### src/rtl/muldiv_unit_pkg.sv
// ---- muldiv_unit_pkg : shared encodings, state type and helpers (rev 1.0) ----
`default_nettype none

package muldiv_unit_pkg;

  localparam int XLEN = 32;

  localparam logic [1:0] OP_MULT  = 2'b00;
  localparam logic [1:0] OP_MULTU = 2'b01;
  localparam logic [1:0] OP_DIV   = 2'b10;
  localparam logic [1:0] OP_DIVU  = 2'b11;

  localparam logic [31:0] DIV0_QUOT = 32'hFFFF_FFFF;

  typedef enum logic [1:0] {
    IDLE = 2'd0,
    RUN  = 2'd1,
    FIX  = 2'd2
  } state_e;

  function automatic logic [XLEN-1:0] abs_val(input logic [XLEN-1:0] v);
    return v[XLEN-1] ? (~v + 1'b1) : v;
  endfunction

endpackage

`default_nettype wire

### src/rtl/muldiv_step.sv
// ---- muldiv_step : one radix-2 shift-add / restoring-divide iteration (rev 1.0) ----
`default_nettype none

module muldiv_step #(
  parameter int XLEN = 32
) (
  input  logic              is_div,
  input  logic [2*XLEN-1:0] acc_in,
  input  logic [XLEN-1:0]   opnd,
  output logic [2*XLEN-1:0] acc_out
);

  logic [XLEN:0] sum;
  logic [XLEN:0] shifted;
  logic [XLEN:0] diff;

  // acc holds {product_hi, multiplier} for multiply, {remainder, quotient} for divide
  always_comb begin
    sum     = {1'b0, acc_in[2*XLEN-1:XLEN]} + (acc_in[0] ? {1'b0, opnd} : {(XLEN+1){1'b0}});
    shifted = acc_in[2*XLEN-1:XLEN-1];
    diff    = shifted - {1'b0, opnd};
    if (is_div) begin
      if (!diff[XLEN]) begin
        acc_out = {diff[XLEN-1:0], acc_in[XLEN-2:0], 1'b1};
      end else begin
        acc_out = {shifted[XLEN-1:0], acc_in[XLEN-2:0], 1'b0};
      end
    end else begin
      acc_out = {sum, acc_in[XLEN-1:1]};
    end
  end

endmodule

`default_nettype wire

### src/rtl/muldiv_unit.sv
// ---- muldiv_unit : multi-cycle MIPS MULT/MULTU/DIV/DIVU with HI/LO registers (rev 1.0) ----
`default_nettype none

module muldiv_unit #(
  parameter int XLEN  = 32,
  parameter int ITERS = 32
) (
  input  logic            clk,
  input  logic            reset,
  input  logic            start,
  input  logic [1:0]      op,
  input  logic [XLEN-1:0] data1,
  input  logic [XLEN-1:0] data2,
  input  logic            mthi,
  input  logic            mtlo,
  input  logic            flush,
  output logic [XLEN-1:0] hi_out,
  output logic [XLEN-1:0] lo_out,
  output logic            busy,
  output logic            done
);

  import muldiv_unit_pkg::*;

  localparam int CW = $clog2(ITERS);

  state_e              state_q, state_d;
  logic [CW-1:0]       cnt_q, cnt_d;
  logic [2*XLEN-1:0]   acc_q, acc_d;
  logic [XLEN-1:0]     opnd_q, opnd_d;
  logic                is_div_q, is_div_d;
  logic                neg_q, neg_d;
  logic                neg_rem_q, neg_rem_d;
  logic                div0_q, div0_d;
  logic [XLEN-1:0]     hi_q, hi_d;
  logic [XLEN-1:0]     lo_q, lo_d;
  logic                done_q, done_d;

  logic [2*XLEN-1:0]   step_out;
  logic [2*XLEN-1:0]   prod_fix;
  logic [XLEN-1:0]     quot_fix;
  logic [XLEN-1:0]     rem_fix;
  logic                is_signed;
  logic                last_iter;

  muldiv_step #(.XLEN(XLEN)) u_step (
    .is_div  (is_div_q),
    .acc_in  (acc_q),
    .opnd    (opnd_q),
    .acc_out (step_out)
  );

  assign last_iter = (cnt_q == CW'(ITERS - 1));

  // State register and all datapath flops
  always_ff @(posedge clk) begin
    if (!reset) begin
      state_q   <= IDLE;
      cnt_q     <= '0;
      acc_q     <= '0;
      opnd_q    <= '0;
      is_div_q  <= 1'b0;
      neg_q     <= 1'b0;
      neg_rem_q <= 1'b0;
      div0_q    <= 1'b0;
      hi_q      <= '0;
      lo_q      <= '0;
      done_q    <= 1'b0;
    end else begin
      state_q   <= state_d;
      cnt_q     <= cnt_d;
      acc_q     <= acc_d;
      opnd_q    <= opnd_d;
      is_div_q  <= is_div_d;
      neg_q     <= neg_d;
      neg_rem_q <= neg_rem_d;
      div0_q    <= div0_d;
      hi_q      <= hi_d;
      lo_q      <= lo_d;
      done_q    <= done_d;
    end
  end

  always_comb begin
    state_d = state_q;
    case (state_q)
      IDLE:    if (start && !flush) state_d = RUN;
      RUN:     if (flush) state_d = IDLE;
               else if (last_iter) state_d = FIX;
      FIX:     state_d = IDLE;
      default: state_d = IDLE;
    endcase
  end

  always_comb begin
    busy   = (state_q != IDLE);
    done   = done_q;
    hi_out = hi_q;
    lo_out = lo_q;
  end

  always_comb begin
    cnt_d     = cnt_q;
    acc_d     = acc_q;
    opnd_d    = opnd_q;
    is_div_d  = is_div_q;
    neg_d     = neg_q;
    neg_rem_d = neg_rem_q;
    div0_d    = div0_q;
    hi_d      = hi_q;
    lo_d      = lo_q;
    done_d    = (state_q == FIX) && !flush;
    is_signed = (op == OP_MULT) || (op == OP_DIV);
    prod_fix  = neg_q ? (~acc_q + 1'b1) : acc_q;
    quot_fix  = neg_q ? (~acc_q[XLEN-1:0] + 1'b1) : acc_q[XLEN-1:0];
    rem_fix   = neg_rem_q ? (~acc_q[2*XLEN-1:XLEN] + 1'b1) : acc_q[2*XLEN-1:XLEN];

    case (state_q)
      IDLE: begin
        if (mthi) hi_d = data1;
        if (mtlo) lo_d = data1;
        if (start && !flush) begin
          cnt_d    = '0;
          is_div_d = op[1];
          div0_d   = op[1] && (data2 == '0);
          // Divide-by-zero runs unsigned on the raw dividend so the remainder lands as data1
          if (op[1] && (data2 == '0)) begin
            acc_d     = {{XLEN{1'b0}}, data1};
            opnd_d    = '0;
            neg_d     = 1'b0;
            neg_rem_d = 1'b0;
          end else begin
            acc_d     = {{XLEN{1'b0}}, (is_signed ? abs_val(data1) : data1)};
            opnd_d    = is_signed ? abs_val(data2) : data2;
            neg_d     = is_signed && (data1[XLEN-1] ^ data2[XLEN-1]);
            neg_rem_d = is_signed && op[1] && data1[XLEN-1];
          end
        end
      end
      RUN: begin
        if (!flush) begin
          acc_d = step_out;
          cnt_d = cnt_q + 1'b1;
        end
      end
      FIX: begin
        if (!flush) begin
          if (!is_div_q) begin
            hi_d = prod_fix[2*XLEN-1:XLEN];
            lo_d = prod_fix[XLEN-1:0];
          end else if (div0_q) begin
            hi_d = acc_q[2*XLEN-1:XLEN];
            lo_d = DIV0_QUOT;
          end else begin
            hi_d = rem_fix;
            lo_d = quot_fix;
          end
        end
      end
      default: ;
    endcase
  end

endmodule

`default_nettype wire

### config.mk
export PLATFORM = sky130hd
export DESIGN_NAME = muldiv_unit
export DESIGN_NICKNAME = d
export VERILOG_FILES = /design/src/rtl/muldiv_unit_pkg.sv /design/src/rtl/muldiv_step.sv /design/src/rtl/muldiv_unit.sv
export SDC_FILE = /design/constraint.sdc
export NUM_CORES = 1
export LEC_CHECK = 0
export CAP_MARGIN = 40
export CORE_ASPECT_RATIO = 0.9
export CORE_MARGIN = 2
export CORE_UTILIZATION = 41
export CTS_CLUSTER_DIAMETER = 40
export DETAILED_ROUTE_END_ITERATION = 8
export GPL_ROUTABILITY_DRIVEN = 0
export SETUP_SLACK_MARGIN = 0.2
export SLEW_MARGIN = 0
export SYNTH_ARGS = -nofsm -noshare
export SYNTH_HDL_FRONTEND = slang
export SYNTH_SLANG_ARGS = --single-unit
### constraint.sdc
create_clock -name clk -period 4.24 [get_ports clk]
set_clock_uncertainty 0.05 [all_clocks]
set_input_delay 0.848 -clock clk [delete_from_list [all_inputs] [get_ports clk]]
set_output_delay 0.848 -clock clk [all_outputs]
set_load 0.01 [all_outputs]
Word-level counts from Yosys, hierarchy flattened
Cells that the tools add are included.
{"block": "totals", "in_bits": 72, "register_bits": 172, "out_inout_bits": 66, "word_cells": 88}
{"block": "classes", "addsub": 8, "n_bitwise": 6, "n_reduce_logical": 19, "eq_ne": 10, "mux": 34}
{"op": "two-way mux 32 bit", "count": 17}
{"op": "two-way mux 64 bit", "count": 5}
{"op": "adder 32 x 1 -> 32 bit (second input constant)", "count": 4}
{"op": "inverter 32 bit", "count": 4}
{"op": "case mux 32 bit (2 select lines)", "count": 2}
{"op": "case mux 64 bit (2 select lines)", "count": 1}
{"op": "adder 64 x 1 -> 64 bit (second input constant)", "count": 1}
{"op": "inverter 64 bit", "count": 1}
{"op": "adder 32 x 33 -> 33 bit", "count": 1}
{"op": "subtractor 33 x 32 -> 33 bit", "count": 1}
{"op": "zero test 32 bit", "count": 1}
{"op": "two-way mux 5 bit", "count": 2}
{"op": "!= test 2 bit (second input constant)", "count": 5}
{"op": "case mux 5 bit (2 select lines)", "count": 1}
{"op": "AND reduction 3 bit", "count": 3}
{"op": "logical AND 1 bit", "count": 6}
{"op": "two-way mux 2 bit", "count": 3}
{"op": "nonzero test 2 bit", "count": 3}
{"op": "adder 5 x 1 -> 5 bit (second input constant)", "count": 1}
{"op": "equality test 5 bit (second input constant)", "count": 1}
{"op": "equality test 2 bit (second input constant)", "count": 2}
{"op": "zero test 2 bit", "count": 2}
{"op": "case mux 2 bit (2 select lines)", "count": 1}
{"op": "AND reduction 2 bit", "count": 2}
{"op": "6 further kinds", "count": 7}

Longest topological paths before layout
{"block": "logic_depth", "word_depth": 7, "ltp_mapped": 14, "mapped_depth_nobuf": 13}

Hierarchy
Synthesis repeated with hierarchy kept, for this count alone.
{"block": "hier_totals", "cells_unflattened": 2019, "area_unflattened_um2": 14878.0}
{"module": "muldiv_unit", "cells_per_inst": 1331, "seq_area_each_um2": 3443.3, "area_each_um2": 10057.1, "instances": 1}
{"module": "muldiv_step", "cells_per_inst": 688, "seq_area_each_um2": 0.0, "area_each_um2": 4820.9, "instances": 1}

Least setup slack after synthesis
Ideal clock, no wire load.
{"block": "synth_path", "kind": "reg-to-reg", "from": "register acc_q[32]", "to": "register acc_q[63]", "path_buffers": 2, "slack_ns": 0.963, "path_stages_with_launch": 14, "setup_ns": 0.079, "arrival_ns": 3.147, "required_time_ns": 4.111, "synth_period_minus_slack_ns": 3.277, "cell_sequence": "dfxtp_1 -> clkbuf_1 -> inv_1 -> fa_1 -> nand2b_1 -> a21oi_1 -> o21a_1 -> o2111a_1 -> o21a_4 -> or3_1 -> buf_2 -> nand2_4 -> or4_4 -> a211oi_2"}
{"block": "synth_between", "elab_chain_len": 5, "elab_cells_between_ends": 6, "classes_between": "2 x add/sub; 4 x mux"}
{"element": "start, declared", "line": "muldiv_unit.sv:29", "text": "logic [2*XLEN-1:0] acc_q, acc_d;"}
{"element": "start signal, assigned", "line": "muldiv_unit.sv:60", "text": "acc_q <= '0;"}
{"element": "start signal, assigned", "line": "muldiv_unit.sv:72", "text": "acc_q <= acc_d;"}
{"element": "subtractor 33 x 32 -> 33 bit", "line": "muldiv_step.sv:21", "text": "diff = shifted - {1'b0, opnd};"}
{"element": "two-way mux 64 bit", "line": "muldiv_step.sv:23", "text": "if (!diff[XLEN]) begin"}
{"element": "two-way mux 64 bit (*)", "line": "muldiv_step.sv:22", "text": "if (is_div) begin"}
{"element": "two-way mux 64 bit (*)", "line": "muldiv_unit.sv:141", "text": "if (!flush) begin"}
{"element": "case mux 64 bit (2 select lines) (*)", "line": "muldiv_unit.sv:118", "text": "case (state_q)"}
Mark *: on every way between the ends. The rest lies on a longest branch, timed or not. The select of a mux whose other input is x is not followed.
A chain may end at the register's enable or synchronous reset.

Worst setup path after layout
{"block": "layout_path", "from": "register acc_q[32]", "to": "register acc_q[61]"}
The elaborated chain is that of the path after synthesis.

==> impl_metrics.yaml <==
die:
  die_x_um: 198
  initial_core_util_pct: 41.9
  coreArea_um2: 33200
  die_y_um: 179
  die-area_um2: 35400
  placementRows: 63
  ioPinCount: 138
detailed_routing:
  drt_first_iter_violations: 1346
  via_per_inst: 6.02
  drt_wl_total_um: 51900
  drc: 0
  post_drt_wl_per_cell_um: 21.3
  ant_nets: 0
  dr.pass1.iters: 8
  vias: 14700
clock_network:
  cts_made_buffers: 17
  clk_latency_ns: 0.47
  cts-root-buf: "clkbuf_16"
  tritoncts: "done"
  ctsHoldBuffers: 0
  path_clk_slew_ns: 0.08
  cts.htree.levels: 4
  cts_sinks: 172
  clockBufferDepth: 2
cells_and_area:
  postLayoutCoreUtil_pct: 50.6
  fin_nets: 2111
  insertedDiodeCount: 0
  fillCellCount: 3296
  stdcell_area_um2: 16800
  drive_gt1_share_pct: 9.14
  fin_cells: 2435
  syn2layout_area_growth_pct: 20.6
synth:
  yosys_warnings: 0
  avgSynthCellArea_um2: 7.56
  synth_top_family_by_area: "compound AO/OA/AOI/OAI gates"
  mappedNetlistArea_um2: 13900
  yosys.area_share.simple_pct: 20.8
  synthMuxAreaShare_pct: 3.96
  synth-edff-count: 0
  ys_ff_latch: 172
  synthCells: 1840
  synth_xor_area_share_pct: 10.5
  ys_types: 87
  synthArstFlopShare_pct: 0
  synthAdderAreaFrac_pct: 6.58
  synth_top_area_share_pct: 24.7
  synthFlopType: "dfxtp_1"
  synth-compound-area-share_pct: 28.4
  synthTopCellsByArea: "dfxtp_1 (25%), xnor2_1 (6.5%), ha_1 (6.3%), o21ai_0 (5.4%), a21oi_1 (5.3%)"
  syn_nets: 1984
  synth_top_area_cell: "dfxtp_1"
  ys_seq_area_share_pct: 24.7
flow_run:
  maxCapViolCount: 0
global_routing:
  grt_use_total_pct: 29.2
  overflow: 0
  grt_pass1_vias: 13600
  antenna_found_initial: 0
  grt_max_degree: 60
  grt_pass1_wl_um: 79300
placement:
  io_buffers: 137
  postPlaceCellArea_um2: 16100
  dp_hpwl_um: 39700
  place_inst: 2401
timing:
  period_needed_ns: 3.76
  finalCritPeriodShare_pct: 88.7
  hold_viol_final: 0
  worst_slew_pin_slew_ns: 0.845
  slew_headroom_pct: 43.7
  rsz0062_at_grt: "false"
  finalSetupViolations: 0
  finalSetupTns_ns: 0
  fmax_ghz: 0.266
  slew_violations: 0
worst_setup_path:
  crit_top_cell: "o21ai_0"
  max_stage_delay_ns: 0.46
  crit_chain: "buf_4 -> ha_1 -> nor2b_1 -> o31a_1 -> o21ai_0 -> a21oi_1 -> nor3_2 -> o21ai_0 -> a31o_2 -> a2111o_1 -> o31ai_1"
  crit_type: "reg2reg"
  crit_slowest_cell: "o21ai_0"
  end_kind: "flop"
  crit_required_ns: 4.55
  crit_arrival_ns: 4.07
  critical_path.max_fanout: 5
  worst_setup_path_start_kind: "flop"
power_and_ir_drop:
  p_per_area_nw_per_um2: 296
  p_leak_nw: 6.50
  peakVddDrop_mv: 0.306
  power.total_w: 0.00496
hold_path:
  holdCritPathClass: "reg2reg"
outcome:
  status: "completed"
layout by cell type (no fill, tap or decap), drive strengths merged, types with 18 or more instances in the layout:
master         instances
o21ai                170
dfxtp                172
buf                   89
xor2                  64
nand2                193
inv                   64
nand2b                23
nor3                  35
o31ai                 30
a31oi                 22
nor4                  18
o22ai                 37
nand3                 47
clkdlybuf4s50        137
mux2i                 55
o211ai                21
clkbuf                18
a21o                  31
xnor2                103
ha                    70
o221ai                43
a21oi                148
nor2                 152
state kept, by name (all words and copies together), names as in the netlist:
| signal | flops |
|---|---|
| acc_q | 64 |
| hi_out | 32 |
| lo_out | 32 |
| opnd_q | 32 |
| cnt_q | 5 |
| state_q | 2 |
| div0_q | 1 |
| done | 1 |
| is_div_q | 1 |
| neg_q | 1 |
| neg_rem_q | 1 |
final timing paths:
path,cells past startpoint,slack [ns],from,to
setup reg to reg,11,0.48,acc_q[32],acc_q[61]
hold / removal,2,0.40,neg_rem_q,neg_rem_q
setup / recovery,11,0.48,acc_q[32],acc_q[61]
hold reg to reg,2,0.40,neg_rem_q,neg_rem_q
where the power goes:
part	internal (W)	total (W)	switching (W)
Combinational	0.000559	0.00132	0.000761
Clock	0.00108	0.00187	0.000791
Sequential	0.00170	0.00178	0.0000782
Total	0.00333	0.00496	0.00163
cells in the mapped netlist, types with 7 or more instances:
master and count:
a22oi_1 17, xor2_1 64, dfxtp_1 172, clkbuf_1 97, or2_2 7, a31oi_1 21
o21a_1 13, and2_1 11, o21ai_1 18, a21oi_1 148, a21o_1 31, or4_1 8
nand2_1 192, nand3_1 47, and3_1 14, nand4_1 16, o41ai_1 9, o21ai_0 151
a211oi_1 14, nor3_1 28, o211ai_1 21, o21bai_1 7, or3_1 16, inv_1 60
nor4_1 16, o22ai_1 37, o31ai_1 28, or4_4 8, nor2_1 151, nand2b_1 22
o221ai_1 43, xnor2_1 103, nor2b_1 11, ha_1 70, buf_2 12, mux2i_1 55
worst max-delay path, delay by kind of cell (launching register included):
family / cells / cell delay (ns)
AND/OR/NAND/NOR: 2 / 0.42
buffers and inverters: 1 / 0.21
flip-flops: 1 / 0.42
adder cells (fa/ha/maj): 1 / 0.24
AO/OA/AOI/OAI: 7 / 2.32
final cells by class:
cell class              count  area, µm²  area share [%]
clock buffers              18        439            2.62
clock inverters            14        228            1.36
inverters                  60        229            1.36
multi-input cells        1490       9800            58.4
flip-flops and latches    172       3450            20.5
well taps                 455        569            3.39
repair buffers            226       2070            12.3
cell families (layout without fill, tap and decap cells):
family | after synthesis | after routing
compound gates | 613 | 613
xor+xnor | 167 | 167
buf+inv | 178 | 318
flops | 172 | 172
fa+ha+maj | 72 | 72
simple gates | 583 | 583
mux | 55 | 55
per-layer routing:
| layer | wire (µm) | up-vias | global-route usage (%) |
|---|---|---|---|
| li1 | - | 7016 | - |
| met1 | 24300 | 7009 | 42.2 |
| met2 | 21800 | 566 | 42.7 |
| met3 | 4620 | 60 | 7.19 |
| met4 | 1100 | 0 | 7.80 |
| met5 | 0 | - | 0 |
repair_timing:
action | CTS | global route
setup buffers | 0 | 2
setup endpoints to repair | 0 | 2
gates resized for setup | 0 | 2
stage by stage:
stage          setup WS [ns]  hold slack [ns]
4_1_cts                0.434            0.401
6_report               0.481            0.400
5_1_grt                0.255            0.422
3_5_place_dp           0.262            0.393
3_3_place_gp           0.346            0.390
2_1_floorplan          0.963            0.377
Power figures use the tool's default switching activity.
